===== src/rtl/regfile_pkg.sv =====
// regfile_pkg: shared widths, typedefs and constants for the multi-port register file.
//   XLEN_DEFAULT / NREGS_DEFAULT : default word width and register count
//   reg_addr_t / reg_word_t      : address and word types at the default configuration
//   ZERO_REG                     : index of the hardwired-zero register
package regfile_pkg;

    localparam int unsigned XLEN_DEFAULT  = 32;
    localparam int unsigned NREGS_DEFAULT = 32;
    localparam int unsigned AW_DEFAULT    = $clog2(NREGS_DEFAULT);
    localparam int unsigned ZERO_REG      = 0;

    typedef logic [AW_DEFAULT-1:0]   reg_addr_t;
    typedef logic [XLEN_DEFAULT-1:0] reg_word_t;

endpackage : regfile_pkg


===== src/rtl/regfile_scoreboard.sv =====
// regfile_scoreboard: per-register pending-write bits plus a running count of set bits.
//   clk, reset          : clock, synchronous active-high reset
//   rsv_en, rsv_addr    : mark a register pending (issue)
//   wr_en, wr_addr      : clear a register's pending bit (write-back)
//   busy                : current pending bits (bit 0 is never set)
//   busy_cnt            : registered number of set pending bits
module regfile_scoreboard
    import regfile_pkg::*;
#(
    parameter int unsigned NREGS = NREGS_DEFAULT,
    parameter int unsigned AW    = $clog2(NREGS)
) (
    input  logic             clk,
    input  logic             reset,
    input  logic             rsv_en,
    input  logic [AW-1:0]    rsv_addr,
    input  logic             wr_en,
    input  logic [AW-1:0]    wr_addr,
    output logic [NREGS-1:0] busy,
    output logic [AW:0]      busy_cnt
);

    logic [NREGS-1:0] r_busy;
    logic [AW:0]      r_cnt;

    logic w_set;
    logic w_clr;
    logic w_inc;
    logic w_dec;

    assign w_set = rsv_en && (rsv_addr != AW'(ZERO_REG));
    assign w_clr = wr_en  && (wr_addr  != AW'(ZERO_REG));

    // Count moves only on real 0->1 / 1->0 transitions; a same-address set beats the clear.
    assign w_inc = w_set && !r_busy[rsv_addr];
    assign w_dec = w_clr && r_busy[wr_addr] && !(w_set && (rsv_addr == wr_addr));

    // Pending bits and count; the set is applied last so it wins on a collision.
    always_ff @(posedge clk) begin
        if (reset) begin
            r_busy <= '0;
            r_cnt  <= '0;
        end else begin
            if (w_clr) begin
                r_busy[wr_addr] <= 1'b0;
            end
            if (w_set) begin
                r_busy[rsv_addr] <= 1'b1;
            end
            r_cnt <= r_cnt + (AW+1)'(w_inc) - (AW+1)'(w_dec);
        end
    end

    assign busy     = r_busy;
    assign busy_cnt = r_cnt;

endmodule : regfile_scoreboard


===== src/rtl/regfile_mp.sv =====
// regfile_mp: multi-read-port register file with a pending-write scoreboard.
// Optional feature macro: REGFILE_BYPASS_EN (same-edge write-to-read forwarding,
// and rs_busy hides a register being written back this cycle).
//   clk, reset          : clock, synchronous active-high reset
//   rd_en, rs_addr      : read strobe and NRD packed read addresses
//   rs_data             : registered read data, NRD packed words
//   rs_busy             : combinational pending flag per read address
//   wr_en, wr_addr/data : write-back port
//   rsv_en, rsv_addr    : destination reservation
//   busy_cnt            : registered count of pending registers
module regfile_mp
    import regfile_pkg::*;
#(
    parameter int unsigned XLEN  = XLEN_DEFAULT,
    parameter int unsigned NREGS = NREGS_DEFAULT,
    parameter int unsigned NRD   = 2,
    localparam int unsigned AW   = $clog2(NREGS)
) (
    input  logic              clk,
    input  logic              reset,
    input  logic              rd_en,
    input  logic [NRD*AW-1:0] rs_addr,
    output logic [NRD*XLEN-1:0] rs_data,
    output logic [NRD-1:0]    rs_busy,
    input  logic              wr_en,
    input  logic [AW-1:0]     wr_addr,
    input  logic [XLEN-1:0]   wr_data,
    input  logic              rsv_en,
    input  logic [AW-1:0]     rsv_addr,
    output logic [AW:0]       busy_cnt
);

    logic [XLEN-1:0]     r_regs [NREGS];
    logic [NRD*XLEN-1:0] r_rs_data;

    logic [NREGS-1:0]    w_busy;
    logic [NRD*XLEN-1:0] w_rd_data;
    logic                w_wr;

    assign w_wr = wr_en && (wr_addr != AW'(ZERO_REG));

    regfile_scoreboard #(
        .NREGS (NREGS),
        .AW    (AW)
    ) u_scoreboard (
        .clk      (clk),
        .reset    (reset),
        .rsv_en   (rsv_en),
        .rsv_addr (rsv_addr),
        .wr_en    (wr_en),
        .wr_addr  (wr_addr),
        .busy     (w_busy),
        .busy_cnt (busy_cnt)
    );

    // Read-port mux; register 0 is forced to zero rather than stored.
    always_comb begin
        logic [AW-1:0] w_a;
        w_rd_data = '0;
        w_a       = '0;
        for (int i = 0; i < NRD; i++) begin
            w_a = rs_addr[i*AW +: AW];
            if (w_a != AW'(ZERO_REG)) begin
                w_rd_data[i*XLEN +: XLEN] = r_regs[w_a];
`ifdef REGFILE_BYPASS_EN
                if (w_wr && (wr_addr == w_a)) begin
                    w_rd_data[i*XLEN +: XLEN] = wr_data;
                end
`endif
            end
        end
    end

    // Pending flag per read port, looked up from the scoreboard's current bits.
    always_comb begin
        logic [AW-1:0] w_b;
        rs_busy = '0;
        w_b     = '0;
        for (int i = 0; i < NRD; i++) begin
            w_b = rs_addr[i*AW +: AW];
            rs_busy[i] = (w_b != AW'(ZERO_REG)) && w_busy[w_b];
`ifdef REGFILE_BYPASS_EN
            // A write-back landing this cycle resolves the hazard unless re-reserved.
            if (wr_en && (wr_addr == w_b) && !(rsv_en && (rsv_addr == w_b))) begin
                rs_busy[i] = 1'b0;
            end
`endif
        end
    end

    // Storage and registered read data; reset overrides any same-cycle write or read.
    always_ff @(posedge clk) begin
        if (reset) begin
            for (int k = 0; k < NREGS; k++) begin
                r_regs[k] <= '0;
            end
            r_rs_data <= '0;
        end else begin
            if (w_wr) begin
                r_regs[wr_addr] <= wr_data;
            end
            if (rd_en) begin
                r_rs_data <= w_rd_data;
            end
        end
    end

    assign rs_data = r_rs_data;

endmodule : regfile_mp


===== config.mk =====
export PLATFORM = sky130hd
export DESIGN_NAME = regfile_mp
export DESIGN_NICKNAME = d
export VERILOG_FILES = /design/src/rtl/regfile_pkg.sv /design/src/rtl/regfile_scoreboard.sv /design/src/rtl/regfile_mp.sv
export SDC_FILE = /design/constraint.sdc
export NUM_CORES = 2
export LEC_CHECK = 0
export ABC_AREA = 0
export CAP_MARGIN = 5
export CORE_ASPECT_RATIO = 2
export CORE_MARGIN = 3
export CORE_UTILIZATION = 55
export DETAILED_ROUTE_END_ITERATION = 12
export GPL_TIMING_DRIVEN = 0
export PLACE_DENSITY = 0.8
export SKIP_CTS_REPAIR_TIMING = 1
export SLEW_MARGIN = 20
export SYNTH_ARGS = -nofsm -noshare
export SYNTH_HDL_FRONTEND = slang
export SYNTH_SLANG_ARGS = --single-unit

===== constraint.sdc =====
create_clock -name clk -period 3.9 [get_ports clk]
set_clock_uncertainty 0.15 [all_clocks]
set_input_delay 0.39 -clock clk [delete_from_list [all_inputs] [get_ports clk]]
set_output_delay 0.39 -clock clk [all_outputs]
set_load 0.02 [all_outputs]

Word-level counts from Yosys, hierarchy flattened
Memories as Yosys holds them, arrays and structs flattened.
Index checks and enable logic that the tools add are counted.
{ "word_totals": {"in_bits": 57, "latch_bits": 0, "ff_bits": 102, "output_inout_bits": 72, "rom_bits": 0, "ram_bits": 1024, "elab_cells": 58, "memories": 1} }
{ "classes": {"n_eq_ne": 1, "magnitude_cmp": 6, "muxes": 25, "addsub": 2, "mul": 0, "shifts": 0, "reduce_logical": 17, "n_bitwise": 3, "div": 0} }
{ "memory_table": {"columns": ["name", "depth", "width", "read_ports", "rd_ports_with_merged_regs", "wr", "line_no", "text"], "rows": [
  ["r_regs", 32, 32, 2, 0, 32, "regfile_mp.sv:33", "logic [XLEN-1:0] r_regs [NREGS];"]
]} }
{ "ops": {"columns": ["op", "n"], "rows": [
  ["$mux W32", 6],
  ["$and A32 B32 Y32", 1],
  ["$not A32 Y32", 1],
  ["$or A32 B32 Y32", 1],
  ["$reduce_or A32 Y1", 1],
  ["$lt A5 B6 Y1 const B", 4],
  ["$bmux W1 S5", 4],
  ["$reduce_bool A5 Y1", 4],
  ["$mux W1", 12],
  ["$demux W1 S5", 2],
  ["$ge A5 B1 Y1 const B", 2],
  ["$logic_and A1 B1 Y1", 10],
  ["$add A6 B1 Y6", 1],
  ["$sub A6 B1 Y6", 1],
  ["$eq A5 B5 Y1", 1],
  ["$mux W5", 1],
  ["$logic_not A1 Y1", 2]
]} }

Depth between registers and ports, before layout
{ "logic_depth": {"depth_word": 10, "mapped_depth": 15, "mapped_depth_nobuf": 14} }

Modules after synthesis
A second synthesis with hierarchy kept.
{ "hier_totals": {"cells_unflattened": 4066, "area_unflattened_um2": 58708.8} }
{ "modules_own_cells": {"columns": ["module", "seq_area_each_um2", "area_per_inst_um2", "cells_each", "instances"], "rows": [
  ["regfile_mp", 32030.7, 56404.1, 3790, 1],
  ["regfile_scoreboard", 760.7, 2304.7, 276, 1]
]} }

Least setup slack after synthesis
Ideal clock, no wire load.
{ "synth_path": {"path_type": "input port to flip-flop", "startpoint": "in wr_addr[0]", "endpoint": "reg u_scoreboard.r_cnt[5] (netlist: u_scoreboard.busy_cnt[5])", "path_stages": 13, "setup_slack_ns": 0.401, "arrival_ns": 3.228, "setup_ns": 0.121, "cell_sequence": "clkbuf_1 -> buf_2 -> mux4_2 -> a221oi_1 -> a31oi_1 -> ha_1 -> inv_1 -> ha_1 -> a21o_1 -> a21oi_1 -> o21bai_1 -> a21oi_1 -> mux2_2"} }
{ "synth_via": {"elab_chain_cells": 5, "word_cells_on_any_way": 10, "classes_between": "add/sub: 1; eq/ne: 1; mux: 2; reduce/logical: 6"} }
{ "synth_rtl": {"columns": ["element", "line_no", "text"], "rows": [
  ["start, declared", "regfile_mp.sv:26", "input logic [AW-1:0] wr_addr,"],
  ["$bmux W1 S5, or another cell as far along", "regfile_scoreboard.sv:36", "assign w_dec = w_clr && r_busy[wr_addr] && !(w_set && (rsv_addr == wr_addr));"],
  ["$mux W1 (implied by the code), or another cell as far along", "regfile_scoreboard.sv:36", null],
  ["$logic_and A1 B1 Y1 or $logic_not A1 Y1 (tied branches)", "regfile_scoreboard.sv:36", null],
  ["$logic_and A1 B1 Y1 *", "regfile_scoreboard.sv:36", null],
  ["$sub A6 B1 Y6 *", "regfile_scoreboard.sv:50", "r_cnt <= r_cnt + (AW+1)'(w_inc) - (AW+1)'(w_dec);"],
  ["end signal, assigned", "regfile_scoreboard.sv:50", null],
  ["end, declared", "regfile_scoreboard.sv:24", "logic [AW:0] r_cnt;"]
]} }
Mark *: on every way between the ends. The rest lies on a longest branch, timed or not. The select of a mux whose other input is x is not followed.
A chain may end at the register's enable or synchronous reset.

Final worst setup path
{ "layout_path": {"startpoint": "in rs_addr[4]", "endpoint": "out rs_busy[0]"} }
{ "layout_via": {"elab_chain_cells": 3, "word_cells_on_any_way": 4, "classes_between": "mux: 2; reduce/logical: 2"} }
{ "layout_rtl": {"columns": ["element", "line_no", "text"], "rows": [
  ["start, declared", "regfile_mp.sv:22", "input logic [NRD*AW-1:0] rs_addr,"],
  ["$bmux W1 S5", "regfile_mp.sv:81", "rs_busy[i] = (w_b != AW'(ZERO_REG)) && w_busy[w_b];"],
  ["$mux W1 (implied by the code)", "regfile_mp.sv:81", null],
  ["$logic_and A1 B1 Y1 *", "regfile_mp.sv:81", null],
  ["end, declared", "regfile_mp.sv:24", "output logic [NRD-1:0] rs_busy,"]
]} }
Marked as above.

==> reports/results.txt <==
Syn Inst Count: 4,016
Design Area, Final: 0.0652 mm²
Ys flop type: edfxtp_1
Total GRT Usage: 37.2%
Number of setup violations in the final report: 5
Fillers: 7,663
Worst-Margin Slew: 1280 ps
Synth area leaders: edfxtp_1, mux4_2, and2_1
Routability Congestion: 1.03
CP max FO: 9
Hold Vio Cnt, Final: 0
Yosys reg bits: 1,126
CTS Buf Count: 93
Synthesized area per cell: 14.6 µm²
Routed vias: 40,226
Top cell type's share of synthesized area: 52.6%
H-tree Lvls: 3
Hold WC Path Type: input pin to register
YS warnings: 0
Startpoint Class: input pin
Relative slew margins: 14.6%
Detail Placement HPWL: 162 mm
Initial Util: 55.6%
Iter 0 DRT Violations: 6,054
Setup WS post-layout: -130 ps
Clock root buffer: clkbuf_16
Deepest clock path buffer count: 3
Post-route ant nets: 0
EDFF count, synth: 1,024
Async set-reset flop share out of synthesis: 0%
Die Span Y: 467 µm
Worst-path clk slew: 70 ps
Initial antenna violation count: 20
CP arrival: 3490 ps
Crit path required time: 3360 ps
Pleak: 22.8 nW
Minimum period implied by the final worst setup slack: 4030 ps
Max Used Layer: met5
Critical path type: input pin to primary output
Routed WL: 208 mm
Layout cells sized above 1: 16.9%
Outcome: finished with violations
Synth top cells by count: edfxtp_1, and2_1, mux4_2
Worst-Skew Late Latency: 730 ps
Post-synth cell types: 49
Port buffer count: 117
Total gr overflow: 0
Drt pass-1 iters: 8
WL/cell: 36.2 µm
Utilization of the core after routing: 62.1%
CTS tree: done
Die width: 237 µm
Worst setup EP type: primary output
Met3 wire length: 20.4 mm
Post-synthesis sequential area ratio: 56.1%
Area leader, netlist: edfxtp_1
Max Slew Vio Count: 0
First-pass GRT wire length: 285 mm
Max Clk Rate: 248 MHz
Drt drc: 0
Pwr Density: 424 mW/mm²
RSZ-0062 raised after global routing: true
Hold WS: 230 ps
Peak supply drop: 328 µV
WL met2: 104 mm
Core footprint: 0.105 mm²
Vias in the first global route: 40,994
Largest net degree at the start of global routing: 34
Fin nets: 4,354
Synth-to-layout area growth: 11.6%
# IOs: 129
Period utilization: 103%
Vias/cell: 7.01
Count leader, synth: edfxtp_1
Mapped cell area: 0.0585 mm²
DP Area: 0.0621 mm²
Clock sinks: 1,126
Maxcap violations: 0
Failing checks: setup timing
Routed metal-1 wire length: 59.6 mm
Site Rows: 168
Full die area: 0.110 mm²
==> sequential cells by signal, indices dropped and copies added, names as in the netlist <==
| signal | flops |
|---|---|
| u_scoreboard.busy_cnt | 6 |
| u_scoreboard.busy | 32 |
| rs_data | 64 |
| r_regs | 1024 |
==> power by group <==
part,internal (mW),total (mW),switching (mW)
Clock,5.09,9.66,4.57
Combinational,1.51,3.71,2.21
Sequential,13.8,14.3,0.414
==> worst paths after layout <==
kind | start | end | slack [ps] | cells after the start
min | wr_addr[1] | u_scoreboard.busy[4] | 230 | 5
max | rs_addr[4] | rs_busy[0] | -130 | 7
min reg2reg | rs_data[57] | rs_data[57] | 320 | 1
max reg2reg | u_scoreboard.busy[0] | u_scoreboard.busy_cnt[5] | 410 | 12
==> cell families (layout without fill, tap and decap cells) <==
| group | Yosys count | in the layout | synth area share, % |
|---|---|---|---|
| AOI/OAI and AO/OA | 529 | 529 | 7.24 |
| other | 1 | 42 | 0.00641 |
| and+or+nand+nor | 1195 | 1195 | 12.2 |
| adders and majority gates | 7 | 7 | 0.163 |
| muxes | 677 | 677 | 20.6 |
| xor gates and xnor gates | 9 | 9 | 0.135 |
| DFF | 1126 | 1126 | 56.1 |
| buffers and inverters | 472 | 795 | 3.56 |
==> metrics by stage <==
step | power (mW) | setup TNS [ps] | worst slack, ps | instances
after floorplan | 16.5 | 0 | 401 | 4047
after global placement | 17.9 | -104170 | -1000 | 5524
after detailed placement | 18.1 | -27000 | -996 | 5555
after CTS | 27.4 | -873 | -440 | 5730
after global routing | 28.1 | -89.7 | -89.7 | 5731
final | 27.6 | -229 | -130 | 5740
==> cell usage in the layout, fill, tap and decap left out, types with 47 or more instances in the layout <==
cell,synthesis,layout
clkbuf_16,0,95
dfxtp_1,102,102
a32o_1,66,66
edfxtp_1,1024,1024
mux4_2,420,420
o22ai_1,80,80
mux2i_1,256,256
a22o_1,67,67
nor2_1,49,49
clkdlybuf4s50_1,0,117
a211oi_1,64,64
nand2_1,86,86
o221ai_1,64,64
buf_2,45,47
a22oi_1,66,66
a211o_1,64,64
and2_1,998,998
clkbuf_1,322,331
==> critical path, cell delays in order <==
cell and delay (ps):
clkdlybuf4s50_1 770, or3_1 590, clkbuf_1 310, nor3_4 450
nor2_1 100, a22o_1 290, clkdlybuf4s50_1 560
==> layer usage <==
layer / track usage (%) / vias up
met5: 0 / -
met2: 63.8 / 3208
met3: 7.23 / 1031
met4: 33.8 / 14
met1: 38.2 / 19924
li1: - / 16049
==> cell type report <==
type	count	area [µm²]	area share, %
multi-input cells	2449	23800	36.4
diodes	10	25.0	0.0384
well taps	1360	1700	2.61
repair buffers	148	1810	2.77
clock buffers	118	2480	3.81
flip-flops and latches	1126	32800	50.3
plain buffers	431	1940	2.98
clock inverters	57	546	0.836
inverters	41	154	0.236
(Power assumes the default switching activity.)
